`src/rtl/hazard_stall_unit_if.sv`:
```
// Decode-stage hazard bundle: ID/EX/MEM operand fields in,
// pipeline hold/bubble/flush controls out.
interface hazard_stall_unit_if;
  logic [4:0] IFID_Rs;
  logic [4:0] IFID_Rt;
  logic       ID_UsesRt;
  logic       ID_Branch;
  logic       ID_Redirect;
  logic       IDEX_MemRead;
  logic       IDEX_RegWrite;
  logic [4:0] IDEX_Rd;
  logic       EXMEM_MemRead;
  logic [4:0] EXMEM_Rd;
  logic       PCWrite_Disable;
  logic       IFIDWrite_Disable;
  logic       IDEX_Bubble;
  logic       IFID_Flush;

  modport master (
    output IFID_Rs, IFID_Rt, ID_UsesRt,
    output ID_Branch, ID_Redirect,
    output IDEX_MemRead, IDEX_RegWrite,
    output IDEX_Rd,
    output EXMEM_MemRead, EXMEM_Rd,
    input  PCWrite_Disable,
    input  IFIDWrite_Disable,
    input  IDEX_Bubble, IFID_Flush
  );

  modport slave (
    input  IFID_Rs, IFID_Rt, ID_UsesRt,
    input  ID_Branch, ID_Redirect,
    input  IDEX_MemRead, IDEX_RegWrite,
    input  IDEX_Rd,
    input  EXMEM_MemRead, EXMEM_Rd,
    output PCWrite_Disable,
    output IFIDWrite_Disable,
    output IDEX_Bubble, IFID_Flush
  );
endinterface

```
`src/rtl/hazard_stall_unit.sv`:
```
// Load-use / branch-operand stall and redirect flush control
// for the 5-stage pipeline, with saturating perf counters.
module hazard_stall_unit #(
  parameter int unsigned CNT_W = 16
) (
  input  logic             Clk,
  input  logic             Reset,
  hazard_stall_unit_if.slave bus,
  output logic [CNT_W-1:0] StallCount,
  output logic [CNT_W-1:0] FlushCount
);

  typedef enum logic {
    RUN    = 1'b0,
    STALL2 = 1'b1
  } state_e;

  state_e state_q, state_d;

  logic match_x, match_m;
  logic need1, need2;
  logic stall, flush;

  logic [CNT_W-1:0] stall_cnt_q, stall_cnt_d;
  logic [CNT_W-1:0] flush_cnt_q, flush_cnt_d;

  always_comb begin
    match_x = (bus.IDEX_Rd != 5'd0) &&
              ((bus.IDEX_Rd == bus.IFID_Rs) ||
               (bus.ID_UsesRt &&
                bus.IDEX_Rd == bus.IFID_Rt));
    match_m = (bus.EXMEM_Rd != 5'd0) &&
              ((bus.EXMEM_Rd == bus.IFID_Rs) ||
               (bus.ID_UsesRt &&
                bus.EXMEM_Rd == bus.IFID_Rt));
  end

  // A branch on a just-loaded value waits for both EX and MEM.
  always_comb begin
    need2 = bus.ID_Branch &&
            bus.IDEX_MemRead && match_x;
    need1 = !need2 && (
              (bus.IDEX_MemRead && match_x) ||
              (bus.ID_Branch && bus.IDEX_RegWrite &&
               !bus.IDEX_MemRead && match_x) ||
              (bus.ID_Branch &&
               bus.EXMEM_MemRead && match_m));
  end

  always_ff @(posedge Clk or posedge Reset) begin
    if (Reset) begin
      state_q <= RUN;
    end else begin
      state_q <= state_d;
    end
  end

  always_comb begin
    state_d = state_q;
    unique case (state_q)
      RUN:    if (need2) state_d = STALL2;
      STALL2: state_d = RUN;
      default: state_d = RUN;
    endcase
  end

  always_comb begin
    stall = 1'b0;
    unique case (state_q)
      RUN:    stall = need1 || need2;
      STALL2: stall = 1'b1;
      default: stall = 1'b0;
    endcase
    if (Reset) stall = 1'b0;
    flush = !Reset && bus.ID_Redirect && !stall;
  end

  assign bus.PCWrite_Disable   = stall;
  assign bus.IFIDWrite_Disable = stall;
  assign bus.IDEX_Bubble       = stall;
  assign bus.IFID_Flush        = flush;

  always_comb begin
    stall_cnt_d = stall_cnt_q;
    flush_cnt_d = flush_cnt_q;
    if (stall && (stall_cnt_q != {CNT_W{1'b1}}))
      stall_cnt_d = stall_cnt_q + CNT_W'(1);
    if (flush && (flush_cnt_q != {CNT_W{1'b1}}))
      flush_cnt_d = flush_cnt_q + CNT_W'(1);
  end

  always_ff @(posedge Clk or posedge Reset) begin
    if (Reset) begin
      stall_cnt_q <= '0;
      flush_cnt_q <= '0;
    end else begin
      stall_cnt_q <= stall_cnt_d;
      flush_cnt_q <= flush_cnt_d;
    end
  end

  assign StallCount = stall_cnt_q;
  assign FlushCount = flush_cnt_q;

endmodule

```
`src/flat_wrapper.sv`:
```
// flat-port wrapper written by rule: the top's interface ports become plain ports
module hazard_stall_unit_flat 
#(
  parameter int unsigned CNT_W = 16
)
  (Clk, Reset, StallCount, FlushCount, bus_IFID_Rs, bus_IFID_Rt, bus_ID_UsesRt, bus_ID_Branch, bus_ID_Redirect, bus_IDEX_MemRead, bus_IDEX_RegWrite, bus_IDEX_Rd, bus_EXMEM_MemRead, bus_EXMEM_Rd, bus_PCWrite_Disable, bus_IFIDWrite_Disable, bus_IDEX_Bubble, bus_IFID_Flush);
  hazard_stall_unit_if bus_i ();
  input  logic Clk;
  input  logic Reset;
  output logic [CNT_W-1:0] StallCount;
  output logic [CNT_W-1:0] FlushCount;
  input wire logic [$bits(bus_i.IFID_Rs)-1:0] bus_IFID_Rs;
  input wire logic [$bits(bus_i.IFID_Rt)-1:0] bus_IFID_Rt;
  input wire logic [$bits(bus_i.ID_UsesRt)-1:0] bus_ID_UsesRt;
  input wire logic [$bits(bus_i.ID_Branch)-1:0] bus_ID_Branch;
  input wire logic [$bits(bus_i.ID_Redirect)-1:0] bus_ID_Redirect;
  input wire logic [$bits(bus_i.IDEX_MemRead)-1:0] bus_IDEX_MemRead;
  input wire logic [$bits(bus_i.IDEX_RegWrite)-1:0] bus_IDEX_RegWrite;
  input wire logic [$bits(bus_i.IDEX_Rd)-1:0] bus_IDEX_Rd;
  input wire logic [$bits(bus_i.EXMEM_MemRead)-1:0] bus_EXMEM_MemRead;
  input wire logic [$bits(bus_i.EXMEM_Rd)-1:0] bus_EXMEM_Rd;
  output wire logic [$bits(bus_i.PCWrite_Disable)-1:0] bus_PCWrite_Disable;
  output wire logic [$bits(bus_i.IFIDWrite_Disable)-1:0] bus_IFIDWrite_Disable;
  output wire logic [$bits(bus_i.IDEX_Bubble)-1:0] bus_IDEX_Bubble;
  output wire logic [$bits(bus_i.IFID_Flush)-1:0] bus_IFID_Flush;
  assign bus_i.IFID_Rs = bus_IFID_Rs;
  assign bus_i.IFID_Rt = bus_IFID_Rt;
  assign bus_i.ID_UsesRt = bus_ID_UsesRt;
  assign bus_i.ID_Branch = bus_ID_Branch;
  assign bus_i.ID_Redirect = bus_ID_Redirect;
  assign bus_i.IDEX_MemRead = bus_IDEX_MemRead;
  assign bus_i.IDEX_RegWrite = bus_IDEX_RegWrite;
  assign bus_i.IDEX_Rd = bus_IDEX_Rd;
  assign bus_i.EXMEM_MemRead = bus_EXMEM_MemRead;
  assign bus_i.EXMEM_Rd = bus_EXMEM_Rd;
  assign bus_PCWrite_Disable = bus_i.PCWrite_Disable;
  assign bus_IFIDWrite_Disable = bus_i.IFIDWrite_Disable;
  assign bus_IDEX_Bubble = bus_i.IDEX_Bubble;
  assign bus_IFID_Flush = bus_i.IFID_Flush;
  hazard_stall_unit #(.CNT_W(CNT_W)) u_core (.Clk(Clk), .Reset(Reset), .bus(bus_i), .StallCount(StallCount), .FlushCount(FlushCount));
endmodule
```
`config.mk`:
```
export PLATFORM = sky130hd
export DESIGN_NAME = hazard_stall_unit_flat
export DESIGN_NICKNAME = d
export VERILOG_FILES = /design/src/rtl/hazard_stall_unit_if.sv /design/src/rtl/hazard_stall_unit.sv /design/src/flat_wrapper.sv
export SDC_FILE = /design/constraint.sdc
export NUM_CORES = 1
export LEC_CHECK = 0
export ABC_AREA = 1
export CAP_MARGIN = 30
export CORE_ASPECT_RATIO = 1.1
export CORE_MARGIN = 2
export CORE_UTILIZATION = 50
export CTS_CLUSTER_SIZE = 30
export DETAILED_ROUTE_END_ITERATION = 7
export GPL_TIMING_DRIVEN = 0
export PLACE_DENSITY = 0.87
export SYNTH_ARGS = -nofsm -noshare
export SYNTH_HDL_FRONTEND = slang
export SYNTH_SLANG_ARGS = --single-unit
```
`constraint.sdc`:
```
create_clock -name Clk -period 2 [get_ports Clk]
set_input_delay 0.3 -clock Clk [delete_from_list [all_inputs] [get_ports Clk]]
set_output_delay 0.3 -clock Clk [all_outputs]
set_load 0.005 [all_outputs]
```
==> run summary, run 1 <==
The global-route wire length before repair is 12,200 µm. The initial cell density of the core is 0.529. The total clock buffers created by CTS is 5.

The number of I/O port buffers is 63. The final setup violation count came out at 0. The chip width came out at just over 70 µm. The first-pass iteration count of the detailed router is 5. The max-slew headroom at the worst pin came out at 0.637. The unique cell type count in the Yosys netlist came out at 25. For this block, wires on met1 add up to 3000 µm. The average routed wire per standard cell came out at 14.0 µm. After synthesis the netlist holds a flip-flop and latch count of 33.

The flow ran to the end, and the final reports show no timing, DRC or antenna violations. The async set or reset register ratio after synthesis came out at 1.00. The synthesized design contains 0 enable-type register cells. The share of post-route cells with drive strength above 1 is 0.200. For this run, the number of Yosys warnings is 0.

Entering global routing, the biggest net connects 43 pins. The number of antenna diodes came out at 0. The min-delay analysis places its worst path in the category input port to register. Averaged over all synthesized cells, the footprint is 6.67 µm². Among all flip-flop cells after synthesis, the most frequent one is sky130_fd_sc_hd__dfrtp_1. The reported max-cap violation count came out at 0. The cell chosen for the clock root is sky130_fd_sc_hd__clkbuf_8. The worst-case register-to-register setup slack is 150 ps.

The count of nets left with antenna violations after detail routing came out at 0. The die is 78.1 µm tall. The overflow left after global routing is 0. The initial antenna violation count is 0.

The maximum net fanout on the critical path came out at 3. STA puts the critical path data required time at about 1700 ps. The clock sink total is 33.

The sum of met2 wire segment lengths after detailed routing is about 3400 µm. In the detailed route, the total length drawn on met3 is 469 µm. The final-report max-slew violation count was 0. TritonCTS built the clock tree. The post-route standard cell area excluding fillers is 0.00343 mm². The placed wire-length estimate is 5020 µm. Summing every instance area after synthesis gives between 0.002 and 0.0025 mm².

The post-synth net total came out at 404. The worst IR drop on VDD is 0.508 mV. The initialized floorplan defines 26 standard-cell rows. The clock passes through at most 2 buffers.

On the final layout, the worst clock skew is 5.06 ps. At the pin with the least slew margin, the transition time is 544 ps. In the routed layout, each cell is associated on average with a via count of about 5.6. The total of fill cells in the finished design is about 370. The final-report hold violation count came out at 0. The final critical delay including setup and external delays came out at 1920 ps. The worst setup path is launched from an input port. The clock reaches the later pin of the worst-skew pair after 290 ps. The layout net count came out at 485. The sequential share of the synthesized area came out at 0.331. The clock input transition at the sequential cells of the worst setup and hold paths came out at 70 ps.

In this run the static leakage power is 1.73 nW. The upper clock frequency limit came out at 521 MHz. The number of global-route vias before repair came out at 2,791.

By startpoint and endpoint, the worst setup path is classified as input port to output port. After detailed routing, the number of remaining DRC violations is 0. Across all layers, the routed design uses roughly 2,900 vias. The highest metal layer used by the detailed router is met4. The period utilization is 0.960. The setup TNS after final layout is 0 ps. The number of instances in the synthesized netlist is around 370. The placer congestion estimate is roughly 0.94.

Measured in cells, the most critical reg-to-reg path has a length of 8. For this block, the initial DRC count from the detailed router was 134. The power density of the placed cells came out at 544 mW/mm². The die covers 0.00557 mm².

The area of the core region came out at roughly 0.0047 mm². STA classifies the critical path endpoint as an output port. The signed area change from the synthesized netlist to the final layout is 37.2%.

The worst path arrival time came out at 1620 ps. The placement-stage cell area is 0.00320 mm². The H-tree depth came out at 2. The total I/O pin count came out at 64.

Across every metal layer, demand over resource in global routing totals 0.270. The detailed-route wire length came out at 7180 µm. The worst hold path cell count is 3.
## worst max-delay path: stages
cell                            delay, ps
sky130_fd_sc_hd__dlygate4sd2_1        270
sky130_fd_sc_hd__a21oi_2              180
sky130_fd_sc_hd__buf_4                120
sky130_fd_sc_hd__buf_4                100
sky130_fd_sc_hd__nor2_4                40
sky130_fd_sc_hd__nor2_4               110
sky130_fd_sc_hd__buf_6                120
sky130_fd_sc_hd__nor2_4                40
sky130_fd_sc_hd__buf_6                110
sky130_fd_sc_hd__buf_4                120
sky130_fd_sc_hd__buf_2                110
## kinds of logic after synthesis
| logic type | Yosys count | synth area share |
|---|---|---|
| AOI/OAI and AO/OA | 2 | 0.00401 |
| xor gates and xnor gates | 27 | 0.0947 |
| adders and majority gates | 2 | 0.0100 |
| buffers and inverters | 48 | 0.0812 |
| DFF | 33 | 0.331 |
| and+or+nand+nor | 262 | 0.479 |
## metrics by stage
step / cells / power [W] / hold WS, ps / util / setup slack (ps)
final: 512 / 0.00186 / 440 / 0.726 / 79.9
after global routing: 512 / 0.00196 / 468 / 0.726 / -6.35
after CTS: 510 / 0.00184 / 437 / 0.713 / 1.39
after detailed placement: 493 / 0.00133 / 533 / 0.678 / -918
after global placement: 493 / 0.00132 / 515 / 0.678 / -990
after floorplan: 374 / 0.00107 / 438 / - / 34.2
## registers in the layout (all words and copies together) (netlist names)
signal	count
u_core.state_q	1
u_core.FlushCount	16
u_core.StallCount	16
## layer usage
layer  track usage  vias up
li1              -     1374
met1         0.332     1357
met2         0.458      126
met3        0.0501       31
met4         0.113        0
met5             0        -
## path summary, 6_finish.rpt
path / to / from
hold / removal: u_core.state_q$_DFF_PP0_ / bus_IDEX_MemRead
max in group asynchronous: u_core.StallCount[0]$_DFFE_PP0P_ / Reset
min in group asynchronous: u_core.StallCount[1]$_DFFE_PP0P_ / Reset
setup reg to reg: u_core.FlushCount[9]$_DFFE_PP0P_ / u_core.FlushCount[0]$_DFFE_PP0P_
setup / recovery: bus_IFIDWrite_Disable / bus_ID_Branch
hold reg to reg: u_core.StallCount[1]$_DFFE_PP0P_ / u_core.StallCount[1]$_DFFE_PP0P_
## timing repair
item / 4_1_cts / 5_1_grt
resized for setup: 123 / 28
endpoints found under the setup margin: 4 / 29
pin swaps: 23 / 15
buffers inserted: 9 / 3
endpoints found under the hold margin: 0 / 0
hold buffers: 0 / 0
cloned: 0 / 0
## area by class of cell
type / instances / area [µm²] / share of cell area
Clock buffer: 8 / 80.1 / 0.0234
Buffer: 9 / 66.3 / 0.0194
Timing Repair Buffer: 75 / 656 / 0.191
Inverter: 38 / 143 / 0.0416
Tap cell: 56 / 70.1 / 0.0205
Multi-Input combinational cell: 293 / 1580 / 0.462
Sequential cell: 33 / 827 / 0.241
## where the power goes
group	switching, W	internal [W]	total, W
combinational	0.000256	0.000281	0.000537
clock	0.000250	0.000247	0.000497
sequential	0.0000963	0.000732	0.000828
## cells in the final DEF (no fill, tap or decap), types with 2 or more instances in the layout
master,instances
sky130_fd_sc_hd__buf_2,9
sky130_fd_sc_hd__buf_4,22
sky130_fd_sc_hd__buf_6,8
sky130_fd_sc_hd__clkbuf_1,3
sky130_fd_sc_hd__clkbuf_2,3
sky130_fd_sc_hd__clkbuf_8,5
sky130_fd_sc_hd__clkdlybuf4s50_1,35
sky130_fd_sc_hd__dfrtp_1,32
sky130_fd_sc_hd__dlygate4sd2_1,4
sky130_fd_sc_hd__inv_1,21
sky130_fd_sc_hd__inv_2,17
sky130_fd_sc_hd__nand2_1,144
sky130_fd_sc_hd__nand2_2,3
sky130_fd_sc_hd__nand2_4,3
sky130_fd_sc_hd__nand3_1,18
sky130_fd_sc_hd__nand3_2,2
sky130_fd_sc_hd__nand3_4,3
sky130_fd_sc_hd__nand3b_1,3
sky130_fd_sc_hd__nand4_1,41
sky130_fd_sc_hd__nand4_4,2
sky130_fd_sc_hd__nor2_1,28
sky130_fd_sc_hd__nor2_2,3
sky130_fd_sc_hd__nor2_4,4
sky130_fd_sc_hd__nor3_1,4
sky130_fd_sc_hd__nor3_2,2
sky130_fd_sc_hd__xnor2_1,15
sky130_fd_sc_hd__xor2_1,12
## synthesized netlist by cell type, types with 2 or more instances
master	number	share of area
sky130_fd_sc_hd__a21oi_1	2	0.0040
sky130_fd_sc_hd__buf_1	2	0.0030
sky130_fd_sc_hd__buf_2	3	0.0060
sky130_fd_sc_hd__buf_4	3	0.0090
sky130_fd_sc_hd__dfrtp_1	33	0.33
sky130_fd_sc_hd__ha_1	2	0.010
sky130_fd_sc_hd__inv_1	27	0.041
sky130_fd_sc_hd__inv_2	11	0.017
sky130_fd_sc_hd__nand2_1	149	0.22
sky130_fd_sc_hd__nand3_1	20	0.040
sky130_fd_sc_hd__nand3_2	2	0.0080
sky130_fd_sc_hd__nand3b_1	3	0.0090
sky130_fd_sc_hd__nand4_1	41	0.10
sky130_fd_sc_hd__nand4_2	2	0.010
sky130_fd_sc_hd__nor2_1	32	0.048
sky130_fd_sc_hd__nor2_2	3	0.0075
sky130_fd_sc_hd__nor3_1	6	0.012
sky130_fd_sc_hd__xnor2_1	15	0.053
sky130_fd_sc_hd__xor2_1	12	0.042
No activity file was read; power rests on OpenSTA's default activity.
==> run 2, diff against run 1 <==
--- a/config.mk
+++ b/config.mk
@@ -9,11 +9,11 @@
 export CAP_MARGIN = 30
 export CORE_ASPECT_RATIO = 1.1
 export CORE_MARGIN = 2
-export CORE_UTILIZATION = 50
-export CTS_CLUSTER_SIZE = 30
+export CORE_UTILIZATION = 40
+export CTS_CLUSTER_SIZE = 25
 export DETAILED_ROUTE_END_ITERATION = 7
 export GPL_TIMING_DRIVEN = 0
-export PLACE_DENSITY = 0.87
+export PLACE_DENSITY = 0.73
 export SYNTH_ARGS = -nofsm -noshare
 export SYNTH_HDL_FRONTEND = slang
 export SYNTH_SLANG_ARGS = --single-unit
==> run 2 against run 1 <==
Utilization is 15 points lower. Combinational power hardly changed. Flip-flop and latch count stayed put. Die area is 24% higher. Worst hold slack worse by 120 ps. Count of clock-buffer cells in the layout is 1 lower. Final cell count is 5.5% higher. Clock skew is 0.73 ps lower. First-iteration DRC count is 20% lower. Total power is 0.69% higher. Setup slack worse by 23 ps. Sequential power hardly changed. Largest power group unchanged.
==> run summary, run 2 (synthesis results as in run 1) <==
The placement row count is 30 (+15%). The maximum clock skew at final layout is 4.33 ps (-0.734 ps). The clock input transition at the sequential cells of the worst setup and hold paths is 70 ps (about the same). The cell sitting at the root of the clock tree is a sky130_fd_sc_hd__clkbuf_8. The placed wire-length estimate came to 4810 µm (-4.3%). The area of the core region is 0.00612 mm² (+30%). The clock latency on the worst-skew pair came out at 280 ps (about the same). The met1 layer wirelength in the final routing is 3030 µm (+1.0%). The number of antenna diodes came out at 0 (unchanged). The die extent in y came out at 86.9 µm (+11%).

The critical path is of the input port to output port type. The upper clock frequency limit came out at 515 MHz (-1.2%). STA classifies the critical path startpoint as an input port.

The initial cell density of the core was 0.408 (-0.121). The total I/O pin count was 64 (unchanged). The worst setup slack after placement came out at -944 ps (-26.2 ps). The clock sink total came to 33 (unchanged). The sum of met2 wire segment lengths after detailed routing is 3310 µm (-3.6%). The area growth from synthesis to layout is 40.9%. The required time of the worst setup path came out at 1700 ps (about the same).

The total routing usage reported by global routing came out at 0.200 (-0.0692). The maximum net fanout on the critical path came out at 4 (+1). The count of nets left with antenna violations after detail routing is 0 (unchanged).

The initial antenna violation count is 0 (unchanged). The count of buffering cells on the critical path with inverters included is 6 (-1). The final-report hold violation count came to 0 (unchanged). The largest incremental delay on the critical path is 120 ps (-150 ps). The initial detailed-routing violation count came out at 107 (-20%). The detailed-route wire length came out at 6800 µm (-5.2%). The area enclosed by the die boundary is 0.00689 mm² (+24%).

The buffer levels on the longest clock path is 2 (unchanged). The pin slew with the least headroom to its limit is 537 ps (-7.02 ps). The largest net degree at the start of global routing came out at 43 (unchanged).

The placer congestion estimate came out at 0.889 (-5.5%). The H-tree depth is 2 (unchanged). The top cell types in the final layout, fill and taps aside, are 144 x sky130_fd_sc_hd__nand2_1, 41 x sky130_fd_sc_hd__nand4_1, 34 x sky130_fd_sc_hd__clkdlybuf4s50_1, 32 x sky130_fd_sc_hd__dfrtp_1, 28 x sky130_fd_sc_hd__nor2_1. The final-report max-slew violation count is 0 (unchanged). The total clock buffers created by CTS is 5 (unchanged). The max-slew headroom at the worst pin is 0.642 (+0.00468). The via density per instance came to 4.97 (-12%).

The number of global-route vias before repair came out at 2,519 (-9.7%). Walking the worst path, the cells encountered are buf_2 > inv_1 > nand2_1 > nand2_1 > nor2_2 > nand3_1 > nand2_2 > nand2_2 > nand2_2 > nor2_4 > buf_6 > nor2_4 > buf_4 > buf_4 > buf_4. Setup repair after global routing could not meet its margin everywhere. The number of hold buffers added after CTS is 0 (unchanged). The worst path arrival time is 1640 ps (+20 ps). The run finished with clean final reports. The share of post-route cells with drive strength above 1 is 0.209 (+0.00913). The cell with the largest stage delay on the worst path is sky130_fd_sc_hd__nor2_2. The placement-stage cell area is 0.00323 mm² (+0.94%). The share of the core filled with cells in the final layout was 0.575 (-0.151). The leakage power of the design came out at 1.78 nW (+3.1%). The total power consumption of the routed design is 0.00187 W (+0.69%). The highest metal layer carrying signal wires in the routed design is met4.

The worst IR drop on VDD was 0.496 mV (-2.3%). The post-route standard cell area excluding fillers is 0.00352 mm² (+2.7%). The via count is 2,682 (-7.1%).

STA classifies the critical path endpoint as an output port. The first-pass iteration count of the detailed router is 4 (-1). TritonCTS built the clock tree.

The overflow left after global routing was 0 (unchanged). The power density of the placed cells was 533 mW/mm² (-1.9%). Leaving out fill and tap cells, the most frequent cell in the layout is sky130_fd_sc_hd__nand2_1. The layout net count came to 490 (+1.0%). The chip width is 79.3 µm (+11%). The post-route DRC violation count was 0 (unchanged). The slack of the critical path is 56.9 ps (-23.0 ps). The reported max-cap violation count came out at 0 (unchanged). The global-route wire length before repair was 11,100 µm (-8.7%). The number of I/O port buffers is 63 (unchanged).

The sum of met3 wire segment lengths after detailed routing came out at 307 µm (-35%). The period utilization is 0.972 (+0.0115). The final setup violation count is 0 (unchanged). The class of the tightest hold or removal check is input port to register. The kind of cell with the highest combined delay along the critical path is simple AND/OR/NAND/NOR gates. The average routed wire per standard cell was 12.6 µm (-10%). The final critical delay including setup and external delays came out at 1940 ps (+23.0 ps).
[run 2: cell count changes in the layout (fill, tap and decap cells not counted), sizes merged]
| cell | previous run | this run |
|---|---|---|
| clkdlybuf4s50 | 35 | 34 |
| buf | 40 | 45 |
| clkbuf | 12 | 11 |
| dlygate4sd2 | 4 | 2 |
| dlymetal6s2s | 0 | 3 |
[run 2: layout make-up]
type | instances | area [µm²]
plain buffers | 10 | 83.8
clock buffers | 7 | 86.3
fillers | 576 | 2600
inverters | 38 | 143
multi-input cells | 293 | 1560
flip-flops and latches | 33 | 827
well taps | 80 | 100
repair buffers | 79 | 721
[run 2: worst register-to-register path, stage by stage (launching register included)]
cell                       delay (ps)
sky130_fd_sc_hd__dfrtp_1          400
sky130_fd_sc_hd__ha_2             240
sky130_fd_sc_hd__nand3_1          150
sky130_fd_sc_hd__inv_1             80
sky130_fd_sc_hd__nand2_1          100
sky130_fd_sc_hd__nor3b_2          190
sky130_fd_sc_hd__nand2_2          130
sky130_fd_sc_hd__clkbuf_4         230
sky130_fd_sc_hd__nand4_1          130
sky130_fd_sc_hd__nand2_1           70
[run 2: path summary, 6_finish.rpt]
path | from | to | slack, ps | cells past startpoint
min in group asynchronous | Reset | u_core.FlushCount[15]$_DFFE_PP0P_ | 750 | 3
setup reg to reg | u_core.StallCount[1]$_DFFE_PP0P_ | u_core.StallCount[2]$_DFFE_PP0P_ | 180 | 9
setup / recovery | bus_EXMEM_Rd[1] | bus_IFIDWrite_Disable | 60 | 15
hold / removal | bus_IDEX_MemRead | u_core.state_q$_DFF_PP0_ | 320 | 3
max in group asynchronous | Reset | u_core.StallCount[0]$_DFFE_PP0P_ | 860 | 3
hold reg to reg | u_core.StallCount[0]$_DFFE_PP0P_ | u_core.StallCount[0]$_DFFE_PP0P_ | 540 | 2
[run 2: per-stage QoR]
step,cells,TNS [ps],hold slack [ps]
2_1_floorplan,374,0,438
3_3_place_gp,517,-43290,517
3_5_place_dp,517,-7830,535
4_1_cts,537,0,466
5_1_grt,540,-123,340
6_report,540,0,319
[run 2: what timing repair did]
| action | 4_1_cts | 5_1_grt |
|---|---|---|
| resized for setup | 126 | 22 |
| setup buffers | 13 | 3 |
| endpoints found under the hold margin | 0 | 0 |
| pin swaps | 23 | 4 |
| setup endpoints to repair | 4 | 28 |
[run 2: layer usage]
metal | track usage | vias up
met5 | 0 | -
met1 | 0.262 | 1224
met3 | 0.0373 | 13
met2 | 0.337 | 63
li1 | - | 1382
met4 | 0.0611 | 0
[run 2: power by group]
group | total (W) | switching (W) | internal (W) | leakage [nW]
Combinational | 0.000536 | 0.000247 | 0.000289 | 1.29
Sequential | 0.000831 | 0.0000990 | 0.000732 | 0.451
Clock | 0.000509 | 0.000236 | 0.000273 | 0.0443
Total | 0.00187 | 0.000581 | 0.00129 | 1.78
==> run 3, diff against run 2 <==
--- a/config.mk
+++ b/config.mk
@@ -13,6 +13,7 @@
 export CTS_CLUSTER_SIZE = 25
 export DETAILED_ROUTE_END_ITERATION = 7
 export GPL_TIMING_DRIVEN = 0
+export MAX_ROUTING_LAYER = met4
 export PLACE_DENSITY = 0.73
 export SYNTH_ARGS = -nofsm -noshare
 export SYNTH_HDL_FRONTEND = slang
==> run 3 against run 2 <==
Total power rose by 6.1%. Critical path depth fell by 2. Non-clock buffer count increased by 13. Setup slack improved by 41 ps. Final area is 5.1% higher. Fmax is 2.2% higher. Routed wire length rose by 7.9%. Die area unchanged. Count of clock-buffer cells in the layout is the same. Largest power group unchanged.
==> run summary, run 3 (synthesis results as in run 1) <==
In this run the critical register-to-register path is launched from u_core.FlushCount[0]$_DFFE_PP0P_. The final critical delay including setup and external delays came to 1900 ps (-41.1 ps). The detailed-route wire length was 7340 µm (+7.9%). The placement row count was 30 (unchanged). The number of cells on the worst reg-to-reg path came to 7 (-2).

The area enclosed by the die boundary came out at 0.00689 mm² (unchanged). The count of buffering cells on the critical path with inverters included came out at 4 (-2). The number of I/O port buffers came out at 63 (unchanged). The final-report hold violation count came out at 0 (unchanged). The startpoint-to-endpoint class of the critical path is input port to output port. The pin slew with the least headroom to its limit came out at 549 ps (+11.4 ps).

Among all stages on the critical path, the largest delay is contributed by sky130_fd_sc_hd__clkdlybuf4s15_2. The worst flop-to-flop path endpoint is u_core.FlushCount[10]$_DFFE_PP0P_. The number of antenna diodes is 0 (unchanged). The required time of the worst setup path is 1700 ps (about the same). Among the stages of the critical path, the cell type that occurs most often is sky130_fd_sc_hd__nand2_2. The H-tree depth is 2 (unchanged). The largest incremental delay on the critical path came out at 210 ps (+90 ps). The post-route DRC violation count is 0 (unchanged). The final setup violation count came to 0 (unchanged). The signed area change from the synthesized netlist to the final layout is 48.1%.

The via density per instance was 5.07 (+2.2%). The path class of the tightest hold or removal check is register to register. The placer congestion estimate came to 0.905 (+1.8%). The average routed wire per standard cell is 13.2 µm (+5.2%). The maximum net fanout on the critical path came out at 4 (unchanged). The clock latency on the worst-skew pair is 280 ps (about the same). The post-route standard cell area excluding fillers came out at 0.00370 mm² (+5.1%). The buffer levels on the longest clock path is 2 (unchanged).

The share of the core filled with cells in the final layout came out at 0.604 (+0.0294). The reported max-cap violation count came out at 0 (unchanged). The die extent in y was 86.9 µm (unchanged). Leaving out fill and tap cells, the most frequent cells in the layout are 142 x sky130_fd_sc_hd__nand2_1, 41 x sky130_fd_sc_hd__nand4_1, 37 x sky130_fd_sc_hd__clkdlybuf4s50_1, 32 x sky130_fd_sc_hd__dfrtp_1, 31 x sky130_fd_sc_hd__buf_4. The via count is 2,811 (+4.8%). The signal on the critical path passes through clkdlybuf4s15_2 > inv_1 > nand2_1 > nand2_1 > nor2_1 > nand3_1 > nand2_2 > nand2_2 > nand2_2 > nor2_4 > nor2_4 > buf_6 > clkdlybuf4s15_2. The worst hold path cell count is 2 (-1). The initial cell density of the core came out at 0.408 (unchanged). The maximum clock skew at final layout is 4.68 ps (+0.352 ps). The first-pass iteration count of the detailed router came out at 4 (unchanged). The initial detailed-routing violation count came out at 116 (+8.4%). The count of nets left with antenna violations after detail routing came out at 0 (unchanged).

The max-slew headroom at the worst pin came to 0.634 (-0.00758). The share of post-route cells with drive strength above 1 came to 0.253 (+0.0445). The clock input transition at the sequential cells of the worst setup and hold paths is 70 ps (about the same). The area of the core region is 0.00612 mm² (unchanged). The cell sitting at the root of the clock tree is a sky130_fd_sc_hd__clkbuf_8. The total routing usage reported by global routing came out at 0.217 (+0.0162). The chip width is 79.3 µm (unchanged). The endpoint type of the worst setup path is an output port. The worst hold slack across all endpoints came out at 551 ps (+232 ps). The total of fill cells in the finished design came out at 555 (-3.6%). The worst IR drop on VDD is 0.511 mV (+3.1%). The leakage power of the design came out at 1.83 nW (+2.5%).

The setup TNS after final layout came to 0 ps (unchanged). The period utilization is 0.951 (-0.0205). The global-route wire length before repair came out at 11,500 µm (+3.5%).

The overflow left after global routing came to 0 (unchanged). The clock sink total came out at 33 (unchanged). The number of global-route vias before repair came out at 2,562 (+1.7%). The placement-stage cell area came out at 0.00323 mm² (unchanged).

The upper clock frequency limit was 526 MHz (+2.2%). The total I/O pin count was 64 (unchanged). The final-report max-slew violation count came out at 0 (unchanged). The initial antenna violation count came out at 0 (unchanged). TritonCTS built the clock tree. Leaving out fill and tap cells, the most frequent cell in the layout is sky130_fd_sc_hd__nand2_1.

The layout net count came out at 503 (+2.7%). The power density of the placed cells is 538 mW/mm² (+0.90%). The worst-case register-to-register setup slack is 160 ps (-20 ps). The source of the worst hold timing path is u_core.StallCount[0]$_DFFE_PP0P_.

The worst path arrival time came to 1600 ps (-40 ps). The largest net degree at the start of global routing came out at 43 (unchanged). The total clock buffers created by CTS is 5 (unchanged). The placed wire-length estimate came out at 4800 µm (about the same). For hold timing, the worst endpoint is u_core.StallCount[0]$_DFFE_PP0P_. The number of hold buffers added after CTS is 0 (unchanged). The number of placed instances with taps included is 517 (unchanged). Among cell families on the critical path, the largest total delay comes from simple AND/OR/NAND/NOR gates.

The flow ran to the end, and the final reports show no timing, DRC or antenna violations. The number of cells in the finished layout apart from fillers came out at 554 (+2.6%). The worst setup path is launched from an input port.
## run 3: changes by cell type in the layout (fill, tap and decap cells not counted), sizes merged
| cell | previous run | this run |
|---|---|---|
| buf | 45 | 53 |
| clkdlybuf4s15 | 1 | 6 |
| clkdlybuf4s50 | 34 | 37 |
| dlymetal6s2s | 3 | 0 |
| clkinv | 0 | 1 |
## run 3: per-layer routing
metal	part of all wire	up-vias	GRT usage
li1	-	1412	-
met1	0.44	1304	0.278
met2	0.49	78	0.347
met3	0.049	17	0.0322
met4	0.022	0	0.0831
met5	0	-	-
## run 3: worst max-delay path by stage
stage,startpoint,endpoint,slack (ps),cells past startpoint
2_1_floorplan,Reset,u_core.StallCount[10]$_DFFE_PP0P_,30,4
3_3_place_gp,Reset,u_core.StallCount[2]$_DFFE_PP0P_,-990,5
3_5_place_dp,bus_IDEX_Rd[4],bus_IFIDWrite_Disable,-900,14
4_1_cts,bus_IDEX_Rd[2],bus_IFIDWrite_Disable,-40,15
5_1_grt,bus_EXMEM_Rd[2],bus_PCWrite_Disable,-10,13
6_report,bus_EXMEM_Rd[4],bus_PCWrite_Disable,100,13
## run 3: worst min-delay path: cells and delay by family, from the launching register on
family / cells / cell delay, ps
flops: 1 / 410
simple gates: 2 / 120
## run 3: stage by stage
step                      total power (W)  setup WS, ps
final                             0.00199          98.0
after global routing              0.00209         -9.52
after CTS                         0.00195         -43.7
after detailed placement          0.00134          -902
after global placement            0.00132          -990
after floorplan                   0.00107          34.2
## run 3: repair_timing
action | in CTS | in global routing
setup endpoints to repair | 4 | 29
cloned | 0 | 0
gates resized for setup | 126 | 32
setup buffers | 25 | 8
pin swaps | 19 | 14
## run 3: where the power goes
group	internal, W	switching, W	total [W]
Clock	0.000311	0.000244	0.000555
Combinational	0.000333	0.000270	0.000603
Sequential	0.000732	0.0000994	0.000831
Total	0.00138	0.000613	0.00199
## run 3: area by class of cell
type	count	area (µm²)	share of cell area
multi-input cells	293	1580	0.428
repair buffers	93	867	0.235
inverters	38	145	0.0393
well taps	80	100	0.0271
clock buffers	7	96.3	0.0261
clock inverters	1	5.00	0.00135
flip-flops and latches	33	827	0.224
plain buffers	9	72.6	0.0196
==> edit (flow settings as in run 2) <==
`CNT_W` is set to 16 in 2 places; all go to 20.
--- a/src/rtl/hazard_stall_unit.sv
+++ b/src/rtl/hazard_stall_unit.sv
@@ -3,3 +3,3 @@
 module hazard_stall_unit #(
-  parameter int unsigned CNT_W = 16
+  parameter int unsigned CNT_W = 20
 ) (
--- a/src/flat_wrapper.sv
+++ b/src/flat_wrapper.sv
@@ -3,3 +3,3 @@
 #(
-  parameter int unsigned CNT_W = 16
+  parameter int unsigned CNT_W = 20
 )
Interface: changed (resized FlushCount and StallCount); port bits go from 64 to 72. The function was not compared with the original's and may differ.
==> edit against run 2 <==
  * Routed wire length up 35%
  * Final cell count up 24%
  * Sequential cell count up 8
  * Setup slack better by 0.057 ns
  * Power up 31%
  * Utilization down 1.7 points
  * Final area up 19%
  * Sequential share of layout area up 1.1 points
  * Synthesized area up 25%
  * Critical path type unchanged
==> edit: results (changes against run 2) <==
Status
  – Status: completed

Route
  – Vias: 3463 (+29%)
  – Drt pass-1 iters: 7 (+3)
  – WL per Instance: 13.69 um (+8.7%)
  – Initial DRC count: 124 (+16%)

Placed design
  – Dpl ws: -0.8220 ns (+0.1220 ns)
  – Count of input and output buffers: 71 (+13%)
  – Routability Congestion: 0.9423 (+6.0%)
  – Dpl cell area: 3985 um2 (+23%)
  – Placed Cells: 655 (+27%)
  – Detailed placer's ending HPWL: 6753 um (+40%)

Global route
  – Number of global-route vias before repair: 3349 (+33%)
  – Total global-route track usage: 21.54% (+1.5 points)
  – Pin count of the biggest net entering global routing: 30 (-30%)
  – First-pass GRT wire length: 15080 um (+35%)

Critical path
  – CP arrival: 1.59 ns (-0.05 ns)
  – Slowest library cell on the worst path: dlygate4sd2_1
  – Worst R2R Setup Slack: 0.15 ns (-0.03 ns)
  – Crit path max fanout: 4 (unchanged)
  – Max stage delay on crit path: 0.26 ns (+0.14 ns)

Synth
  – Synth top area cells: dfrtp_1, nand2_1, nand4_1, nor2_1, nand3_1
  – Post-Synthesis Cells: 478 (+28%)
  – Most frequent cells after synthesis: nand2_1, nand4_1, nor2_1, dfrtp_1, inv_1
  – Sequential share of the synthesized area: 32.87% (-0.22 points)
  – Mapped Nets: 508 (+26%)
  – Synth warn: 0 (unchanged)
  – Synth cell types: 24 (-4.0%)

Power
  – Clock group: 827 uW (+62%)
  – Maximum VDD drop: 0.3530 mV (-29%)
  – Pleak: 0.002103 uW (+18%)
  – Pwr Density: 585.6 nW/um2 (+9.8%)
  – Internal power: 1713 uW (+32%)
  – P_seq: 996 uW (+20%)

Clock network
  – Clock Pin Slew Worst Setup and Hold Paths: 0.09 ns (+0.02 ns)
  – H-tree levels: 2 (unchanged)
  – CTS buffer count: 5 (unchanged)
  – Clock Path Buffers: 2 (unchanged)
  – Clock latency on the worst-skew pair: 0.31 ns (+0.03 ns)
  – CTS root buf: clkbuf_8

Layout
  – Fillers: 752 (+31%)
  – NumNets Final: 596 (+22%)
  – Layout cells sized above 1: 15.87% (-5.0 points)
  – Final cell count without fillers: 672 (+24%)
  – Antenna Cells: 0 (unchanged)

STA
  – Hold slack: 0.3106 ns (-0.008038 ns)
  – Slew HR: 59.43% (-4.8 points)
  – Layout Skew: 0.009227 ns (+0.004902 ns)
  – Slew Viols, Final: 0 (unchanged)

Min path
  – Worst Hold Class: primary input to register
-- edit: logic make-up after synthesis --
family,count (synthesis),share of synthesized area (%)
compound gates,2,0.3207
fa+ha+maj,2,0.8015
xor+xnor,32,8.978
buf+inv,61,8.697
simple gates,340,48.34
flops,41,32.87
-- edit: final cells by class --
cell class,count,area [um2],share of cell area [%]
clock buffer,5,68.82,1.641
sequential,41,1031,24.58
buffer,19,127.6,3.043
multi-input combinational,376,1896,45.20
clock inverter,3,65.06,1.551
timing repair buffer,82,720.7,17.18
inverter,41,153.9,3.669
tap,105,131.4,3.132
-- edit: what timing repair did --
action | in CTS | in global routing
gates resized for setup | 83 | 31
setup buffers | 5 | 5
setup endpoints to repair | 20 | 44
pin swaps | 10 | 13
-- edit: routing by layer --
layer / global-route usage, % / up-vias / wire length [um] / part of all wire, %
li1: - / 1707 / - / -
met1: 26.34 / 1621 / 3816 / 41
met2: 38.06 / 116 / 4745 / 52
met3: 4.181 / 19 / 450 / 4.9
met4: 5.478 / 0 / 184 / 2.0
met5: 0 / - / 0 / 0
-- edit: path summary, 6_finish.rpt --
kind / from / endpoint / cells past startpoint
worst max register to register: u_core.StallCount[1] / u_core.StallCount[12] / 9
min in group asynchronous: Reset / u_core.FlushCount[17] / 3
worst min register to register: u_core.FlushCount[19] / u_core.FlushCount[19] / 2
max in group asynchronous: Reset / u_core.StallCount[1] / 4
worst max-delay path: bus_IDEX_Rd[0] / bus_IFID_Flush / 12
worst min-delay path: bus_IDEX_MemRead / u_core.state_q / 3
-- edit: critical path, delay by kind of cell --
kind,cells,cell delay (ns)
buffers and inverters,4,0.65
AND/OR/NAND/NOR,8,0.64
